$ cat config.mk
export PLATFORM = sky130hd
export DESIGN_NAME = mmio_io_hub
export DESIGN_NICKNAME = d
export VERILOG_FILES = /design/src/rtl/mmio_io_hub.sv
export SDC_FILE = /design/constraint.sdc
export NUM_CORES = 1
export LEC_CHECK = 0
export CORE_MARGIN = 2
export CORE_UTILIZATION = 49
export CTS_CLUSTER_SIZE = 30
export DETAILED_ROUTE_END_ITERATION = 8
export PLACE_DENSITY = 0.78
export SLEW_MARGIN = 10
export SYNTH_ARGS = -nofsm -noshare
export SYNTH_HDL_FRONTEND = slang
export SYNTH_SLANG_ARGS = --single-unit
$ cat constraint.sdc
create_clock -name clock -period 1.85 [get_ports clock]
set_input_delay 0.37 -clock clock [delete_from_list [all_inputs] [get_ports clock]]
set_output_delay 0.37 -clock clock [all_outputs]
set_load 0.03 [all_outputs]
$ cat src/rtl/mmio_io_hub.sv
// rtl/mmio_io_hub.sv - memory-mapped IO hub: switches, LEDs, 7-seg, blink, debounced buttons, timer
module mmio_io_hub #(
    parameter int N_BTN        = 5,
    parameter int SW_W         = 24,
    parameter int LED_W        = 24,
    parameter int SEG_W        = 24,
    parameter int DEBOUNCE_CYC = 200000,
    parameter int TIMER_W      = 32
) (
    input  logic               clock,
    input  logic               reset,
    input  logic [N_BTN-1:0]   btn_raw,
    input  logic [SW_W-1:0]    sw_raw,
    input  logic               io_read,
    input  logic               io_write,
    input  logic [31:0]        addr,
    input  logic [31:0]        wdata,
    output logic [31:0]        rdata,
    output logic               rd_valid,
    output logic [LED_W-1:0]   led_out,
    output logic [SEG_W-1:0]   seg_data,
    output logic               blink_out,
    output logic [N_BTN-1:0]   btn_level
);
    localparam int CW = $clog2(DEBOUNCE_CYC);
    localparam logic [CW-1:0] CNT_MAX = CW'(DEBOUNCE_CYC - 1);

    localparam logic [7:0] OFF_SW     = 8'h00;
    localparam logic [7:0] OFF_LEVEL  = 8'h01;
    localparam logic [7:0] OFF_EVT    = 8'h02;
    localparam logic [7:0] OFF_EVT_RC = 8'h03;
    localparam logic [7:0] OFF_LED    = 8'h04;
    localparam logic [7:0] OFF_SEG    = 8'h05;
    localparam logic [7:0] OFF_BLINK  = 8'h06;
    localparam logic [7:0] OFF_TIMER  = 8'h07;

    logic [N_BTN-1:0]   btn_s1, btn_s2;
    logic [SW_W-1:0]    sw_s1, sw_s2;
    logic [CW-1:0]      db_cnt [N_BTN];
    logic [N_BTN-1:0]   btn_evt;
    logic [TIMER_W-1:0] timer;

    logic               hit, wr_hit, rd_hit;
    logic [7:0]         off;
    logic [N_BTN-1:0]   flip, rise, evt_clr;
    logic [31:0]        rd_mux;
    logic               unused_bits;

    assign hit         = (addr[31:10] == 22'h3FFFFF);
    assign off         = addr[9:2];
    assign wr_hit      = io_write && hit;
    assign rd_hit      = io_read && hit;
    assign unused_bits = ^{addr[1:0], wdata};

    // A channel flips once its synced input has disagreed for DEBOUNCE_CYC edges.
    always_comb begin
        for (int i = 0; i < N_BTN; i++) begin
            flip[i] = (btn_s2[i] != btn_level[i]) && (db_cnt[i] == CNT_MAX);
        end
        rise = flip & ~btn_level;
    end

    always_comb begin
        evt_clr = '0;
        if (wr_hit && off == OFF_EVT)
            evt_clr = wdata[N_BTN-1:0];
        if (rd_hit && off == OFF_EVT_RC)
            evt_clr = '1;
    end

    always_comb begin
        rd_mux = 32'h0;
        if (hit) begin
            case (off)
                OFF_SW:     rd_mux = 32'(sw_s2);
                OFF_LEVEL:  rd_mux = 32'(btn_level);
                OFF_EVT,
                OFF_EVT_RC: rd_mux = 32'(btn_evt);
                OFF_LED:    rd_mux = 32'(led_out);
                OFF_SEG:    rd_mux = 32'(seg_data);
                OFF_BLINK:  rd_mux = {31'h0, blink_out};
                OFF_TIMER:  rd_mux = 32'(timer);
                default:    rd_mux = 32'h0;
            endcase
        end
    end

    always_ff @(posedge clock or negedge reset) begin
        if (!reset) begin
            btn_s1 <= '0;
            btn_s2 <= '0;
            sw_s1  <= '0;
            sw_s2  <= '0;
        end else begin
            btn_s1 <= btn_raw;
            btn_s2 <= btn_s1;
            sw_s1  <= sw_raw;
            sw_s2  <= sw_s1;
        end
    end

    always_ff @(posedge clock or negedge reset) begin
        if (!reset) begin
            for (int i = 0; i < N_BTN; i++) db_cnt[i] <= '0;
            btn_level <= '0;
            btn_evt   <= '0;
        end else begin
            for (int i = 0; i < N_BTN; i++) begin
                if (btn_s2[i] == btn_level[i] || flip[i])
                    db_cnt[i] <= '0;
                else
                    db_cnt[i] <= db_cnt[i] + 1'b1;
            end
            btn_level <= btn_level ^ flip;
            btn_evt   <= (btn_evt & ~evt_clr) | rise;
        end
    end

    always_ff @(posedge clock or negedge reset) begin
        if (!reset) begin
            led_out   <= '0;
            seg_data  <= '0;
            blink_out <= 1'b0;
            timer     <= '0;
            rdata     <= 32'h0;
            rd_valid  <= 1'b0;
        end else begin
            if (wr_hit && off == OFF_LED)   led_out   <= wdata[LED_W-1:0];
            if (wr_hit && off == OFF_SEG)   seg_data  <= wdata[SEG_W-1:0];
            if (wr_hit && off == OFF_BLINK) blink_out <= wdata[0];
            if (wr_hit && off == OFF_TIMER)
                timer <= wdata[TIMER_W-1:0];
            else
                timer <= timer + 1'b1;
            rd_valid <= io_read;
            if (io_read)
                rdata <= rd_mux;
        end
    end
endmodule

-- Word level (Yosys, flattened, before mapping)
Cells that the tools add are included.
- flip-flop bits (word level): 272
- input bits: 97
- output and inout port bits: 87
- logic and storage cells: 82
- $add $sub $neg: 6
- equality and inequality tests: 23
- multiplexer cells: 10
- bitwise gates (word level): 6
- reduce and logical (&&, ||, !) cells: 20
- operator list (operator ; count):
    case mux 32 bit (7 select lines) ; 1
    adder 18 x 1 -> 18 bit (second input constant) ; 5
    equality test 18 bit (second input constant) ; 5
    2-to-1 mux 18 bit ; 5
    2-to-1 mux 32 bit ; 2
    adder 32 x 1 -> 32 bit (second input constant) ; 1
    equality test 8 x 3 -> 1 bit (second input constant) ; 4
    equality test 22 bit (second input constant) ; 1
    equality test 8 x 2 -> 1 bit (second input constant) ; 2
    logical AND 1 bit ; 13
    AND 5 bit ; 2
    2-to-1 mux 5 bit ; 2
    NOT 5 bit ; 2
    equality test 8 x 1 -> 1 bit (second input constant) ; 1
    logical NOT 8 bit ; 1
    equality test 1 bit ; 5
    logical OR 1 bit ; 5
    != test 1 bit ; 5
    OR 5 bit ; 1
    bitwise XOR 5 bit ; 1
    OR reduction 2 bit ; 1

-- Longest topological paths before layout
Gate-level depths: netlist of the first run.
- depth in word-level cells: 8
- gate-level depth with buffers: 10
- gate-level depth less buffers: 6

-- Worst setup path before layout of the first run
Ideal clock, no wire load.
- kind: input to register
- start: input port addr[7]
- end: register led_out[13]
- setup time: 0.125 ns
- arrival time: 2.049 ns
- required time: 1.725 ns
- setup slack: -0.324 ns
- stages: 6
- path through: or4_1 -> buf_2 -> nor4b_4 -> nand4_2 -> buf_6 -> mux2_4
- longest elaborated chain between the ends: 2
- RTL lines (item ; RTL line ; text):
    from (decl) ; 16 ; input logic [31:0] addr,
    equality test 8 x 3 -> 1 bit ; 128 ; if (wr_hit && off == OFF_LED) led_out <= wdata[LED_W-1:0];
    logical AND 1 bit ; 128 ;
    to (signal assigned) ; 128 ;
    to (decl) ; 20 ; output logic [LED_W-1:0] led_out,
Every way passes these cells.
A chain may end at the register's enable or synchronous reset.

==> insert_results.sql, run 1 <==
INSERT INTO impl_metrics (metric_group, metric, value, unit) VALUES
('worst_setup_path', 'worst-setup-path-type', 'reg -> out', ''),
('outcome', 'outcome', 'finished, final reports clean', ''),
('worst_setup_path', 'critical_path.cell_chain', 'dlygate4sd2_1', ''),
('yosys', 'synth_flop_cell', 'sky130_fd_sc_hd__dfrtp_1', ''),
('yosys', 'synth.largest_area_cell', 'sky130_fd_sc_hd__dfrtp_1', ''),
('floorplan', 'initial_utilization', '49.3', '%'),
('yosys', 'synthMostInstantiatedCell', 'sky130_fd_sc_hd__dfrtp_1', ''),
('global_routing', 'global_route_wire_length_before_repair', '49900', 'um'),
('sta', 'setup-violations-final', '0', ''),
('worst_setup_path', 'critical_path.startpoint_type', 'flip-flop', ''),
('detailed_routing', 'avgViaCountPerCell', '5.61', ''),
('worst_hold_path', 'hold_crit_class', 'in -> reg', ''),
('floorplan', 'rows', '57', ''),
('global_routing', 'grt_max_degree', '51', ''),
('placed_design', 'place_congestion', '0.878', ''),
('detailed_routing', 'route.vias.total', '9260', ''),
('power_and_ir_drop', 'ir_drop', '0.567', 'mV'),
('sta', 'slew_violations', '0', ''),
('cts', 'ctsHtreeMaxLevel', '1', ''),
('worst_setup_path', 'largest_fanout_on_the_critical_path', '5', ''),
('cts', 'insertion_delay', '540', 'ps'),
('worst_setup_path', 'critPathCaptureType', 'output pin', ''),
('placed_design', 'hpwl_reported_at_the_end_of_detailed_placement', '22100', 'um'),
('yosys', 'synth_area', '11900', 'sq um'),
('finish', 'finish.utilization', '65.5', '%'),
('worst_setup_path', 'worstPathBufferInverterCount', '1', ''),
('yosys', 'synthDominantCellAreaShare', '57.2', '%'),
('floorplan', 'die_height', '160', 'um'),
('sta', 'max_slew_margin', '66.3', '%'),
('global_routing', 'global_route.overflow_total', '0', ''),
('worst_setup_path', 'r2r_start', 'db_cnt[12]$_DFF_PN0_', ''),
('placed_design', 'numPortBuffers', '181', ''),
('floorplan', 'die_w', '160', 'um'),
('cts', 'setup_bufs_post_cts', '0', ''),
('global_routing', 'initial_antenna_violation_count', '1', ''),
('cts', 'tritoncts_clock_tree', 'done', ''),
('yosys', 'synth_simple_gate_area_share', '16.5', '%'),
('floorplan', 'floorplan.core_area', '24100', 'sq um'),
('detailed_routing', 'drt_drc_violations_left', '0', ''),
('worst_setup_path', 'path_length_in_cells_of_the_critical_path', '1', ''),
('worst_setup_path', 'critical_path.top_delay_family', 'flip-flops', ''),
('sta', 'timing.clock.skew', '11.0', 'ps'),
('yosys', 'synth_fa_ha_area_share', '0.631', '%'),
('cts', 'cts.sink_count', '272', ''),
('worst_setup_path', 'regToRegSetupSlack', '50', 'ps'),
('detailed_routing', 'detail_route.wl_per_cell', '18.8', 'um'),
('worst_setup_path', 'worstRegToRegCells', '5', ''),
('worst_setup_path', 'crit_slowest_cell', 'sky130_fd_sc_hd__dfrtp_1', ''),
('yosys', 'multiplexer_share_of_the_synthesized_area', '5.80', '%'),
('yosys', 'synth.yosys.seq_area_share', '57.2', '%'),
('floorplan', 'io_pins', '184', ''),
('global_routing', 'number_of_global_route_vias_before_repair', '9456', ''),
('worst_setup_path', 'cp_data_arrival_time', '1430', 'ps'),
('worst_setup_path', 'max_stage_delay', '460', 'ps'),
('worst_setup_path', 'worst-endpoint-required', '1480', 'ps'),
('power_and_ir_drop', 'total_power', '0.0126', 'W'),
('finish', 'final_net_count', '1409', ''),
('yosys', 'synthesis.yosys.warnings', '0', ''),
('yosys', 'synth_top_family_by_area', 'simple AND/OR/NAND/NOR gates', ''),
('yosys', 'postSynthCellCount', '1032', ''),
('finish', 'area_added_between_synthesis_and_finish', '32.8', '%'),
('yosys', 'netlist_top_cells_area', 'sky130_fd_sc_hd__dfrtp_1 (57%), sky130_fd_sc_hd__xnor2_1 (4.4%), sky130_fd_sc_hd__nor2_1 (4.2%), sky130_fd_sc_hd__xor2_1 (3.9%), sky130_fd_sc_hd__mux2_2 (2.9%)', ''),
('yosys', 'synth.ff_latch_count', '272', ''),
('yosys', 'synth-xor-area-share', '8.32', '%'),
('detailed_routing', 'ant_nets', '0', ''),
('yosys', 'synth.cells.most_frequent', 'sky130_fd_sc_hd__dfrtp_1 (272), sky130_fd_sc_hd__nor2_1 (132), sky130_fd_sc_hd__xnor2_1 (60), sky130_fd_sc_hd__xor2_1 (53), sky130_fd_sc_hd__nand2_1 (52)', ''),
('worst_setup_path', 'rr_endpoint', 'db_cnt[6]$_DFF_PN0_', ''),
('sta', 'timing.final.hold_violations', '0', ''),
('power_and_ir_drop', 'reported_leakage_power', '7.44', 'nW'),
('floorplan', 'dieArea', '25500', 'sq um'),
('job', 'max_cap_violations', '0', '');
cells in the final DEF (no fill, tap or decap), types with 17 or more instances in the layout:
cell type / instances
sky130_fd_sc_hd__dfrtp_1: 272
sky130_fd_sc_hd__nor2_1: 129
sky130_fd_sc_hd__buf_4: 94
sky130_fd_sc_hd__dlygate4sd2_1: 88
sky130_fd_sc_hd__clkdlybuf4s50_1: 87
sky130_fd_sc_hd__xnor2_1: 60
sky130_fd_sc_hd__xor2_1: 53
sky130_fd_sc_hd__nand2_1: 52
sky130_fd_sc_hd__nand3_1: 45
sky130_fd_sc_hd__nand4_1: 34
sky130_fd_sc_hd__a21oi_1: 33
sky130_fd_sc_hd__mux2_2: 31
sky130_fd_sc_hd__clkbuf_16: 29
sky130_fd_sc_hd__and3_1: 26
sky130_fd_sc_hd__mux2_4: 22
sky130_fd_sc_hd__o2bb2ai_1: 21
sky130_fd_sc_hd__inv_1: 17
logic make-up after synthesis:
kind of cell	after synthesis
compound gates	145
fa+ha+maj	6
buf+inv	63
xor+xnor	113
flops	272
simple gates	379
mux	54
registers in the layout (all words and copies together) (netlist names), 5 cells and up, named ones only:
signal,cells
timer,32
sw_s1,24
rdata,32
db_cnt,90
sw_s2,24
btn_evt,5
btn_s2,5
led_out,24
btn_s1,5
seg_data,24
how the worst min path moves through the flow:
stage | startpoint | end | slack (ps) | cells after the start
2_1_floorplan | reset | asynchronous set/reset pin | 70 | 0
3_3_place_gp | reset | sw_s2[19]$_DFF_PN0_ | 330 | 1
3_5_place_dp | reset | sw_s1[19]$_DFF_PN0_ | 330 | 1
4_1_cts | sw_raw[1] | sw_s1[1]$_DFF_PN0_ | 250 | 1
5_1_grt | sw_raw[16] | sw_s1[16]$_DFF_PN0_ | 250 | 1
6_report | sw_raw[16] | sw_s1[16]$_DFF_PN0_ | 260 | 1
power by group:
group	internal (W)	leakage (nW)	total (W)	switching [W]
registers	0.00604	3.62	0.00609	0.0000533
clock network	0.00356	0.486	0.00589	0.00233
logic	0.000311	3.34	0.000636	0.000325
routing by layer:
metal / track usage, % / share of wire, %
met4: 8.60 / 3.0
met2: 39.4 / 48
met3: 3.74 / 6.7
met1: 33.6 / 43
met5: 0 / 0
cell type report:
cell class                 count  area (sq um)  area share (%)
sequential                   272          6810            43.1
multi-input combinational    697          4880            30.9
timing repair buffer         289          2650            16.8
clock buffer                  39           833            5.28
tap                          324           405            2.57
clock inverter                12           145           0.919
inverter                      18          67.6           0.428
antenna                        1          2.50          0.0158
timing repair:
action                                  4_1_cts  5_1_grt
hold buffers                                  1        0
pin swaps                                     2        6
gates resized for setup                      97       29
hold endpoints to repair                     39        0
endpoints found under the setup margin      196       85
metrics by stage:
step / area (sq um) / TNS, ps / setup slack (ps) / std cells / hold slack (ps)
after floorplan: 11900 / -19620 / -294 / 1032 / 74.4
after global placement: 14800 / -67240 / -624 / 1599 / 326
after detailed placement: 14800 / -69850 / -677 / 1599 / 328
after CTS: 15700 / 0 / 6.65 / 1651 / 246
after global routing: 15800 / -85.2 / -74.0 / 1652 / 250
final: 15800 / 0 / 45.7 / 1652 / 262
(Power assumes the default switching activity.)
==> run 2, diff against run 1 <==
--- a/config.mk
+++ b/config.mk
@@ -9,6 +9,7 @@
 export CORE_UTILIZATION = 49
 export CTS_CLUSTER_SIZE = 30
 export DETAILED_ROUTE_END_ITERATION = 8
+export GPL_ROUTABILITY_DRIVEN = 0
 export PLACE_DENSITY = 0.78
 export SLEW_MARGIN = 10
 export SYNTH_ARGS = -nofsm -noshare
==> results of run 2 <==
Same layout as run 1: the final DEF is identical, and so are final timing and power.
==> run 3, diff against run 2 <==
--- a/config.mk
+++ b/config.mk
@@ -5,6 +5,7 @@
 export SDC_FILE = /design/constraint.sdc
 export NUM_CORES = 1
 export LEC_CHECK = 0
+export ABC_CLOCK_PERIOD_IN_PS = 1850
 export CORE_MARGIN = 2
 export CORE_UTILIZATION = 49
 export CTS_CLUSTER_SIZE = 30
==> results of run 3 <==
Same layout as run 1: the final DEF is identical, and so are final timing and power.
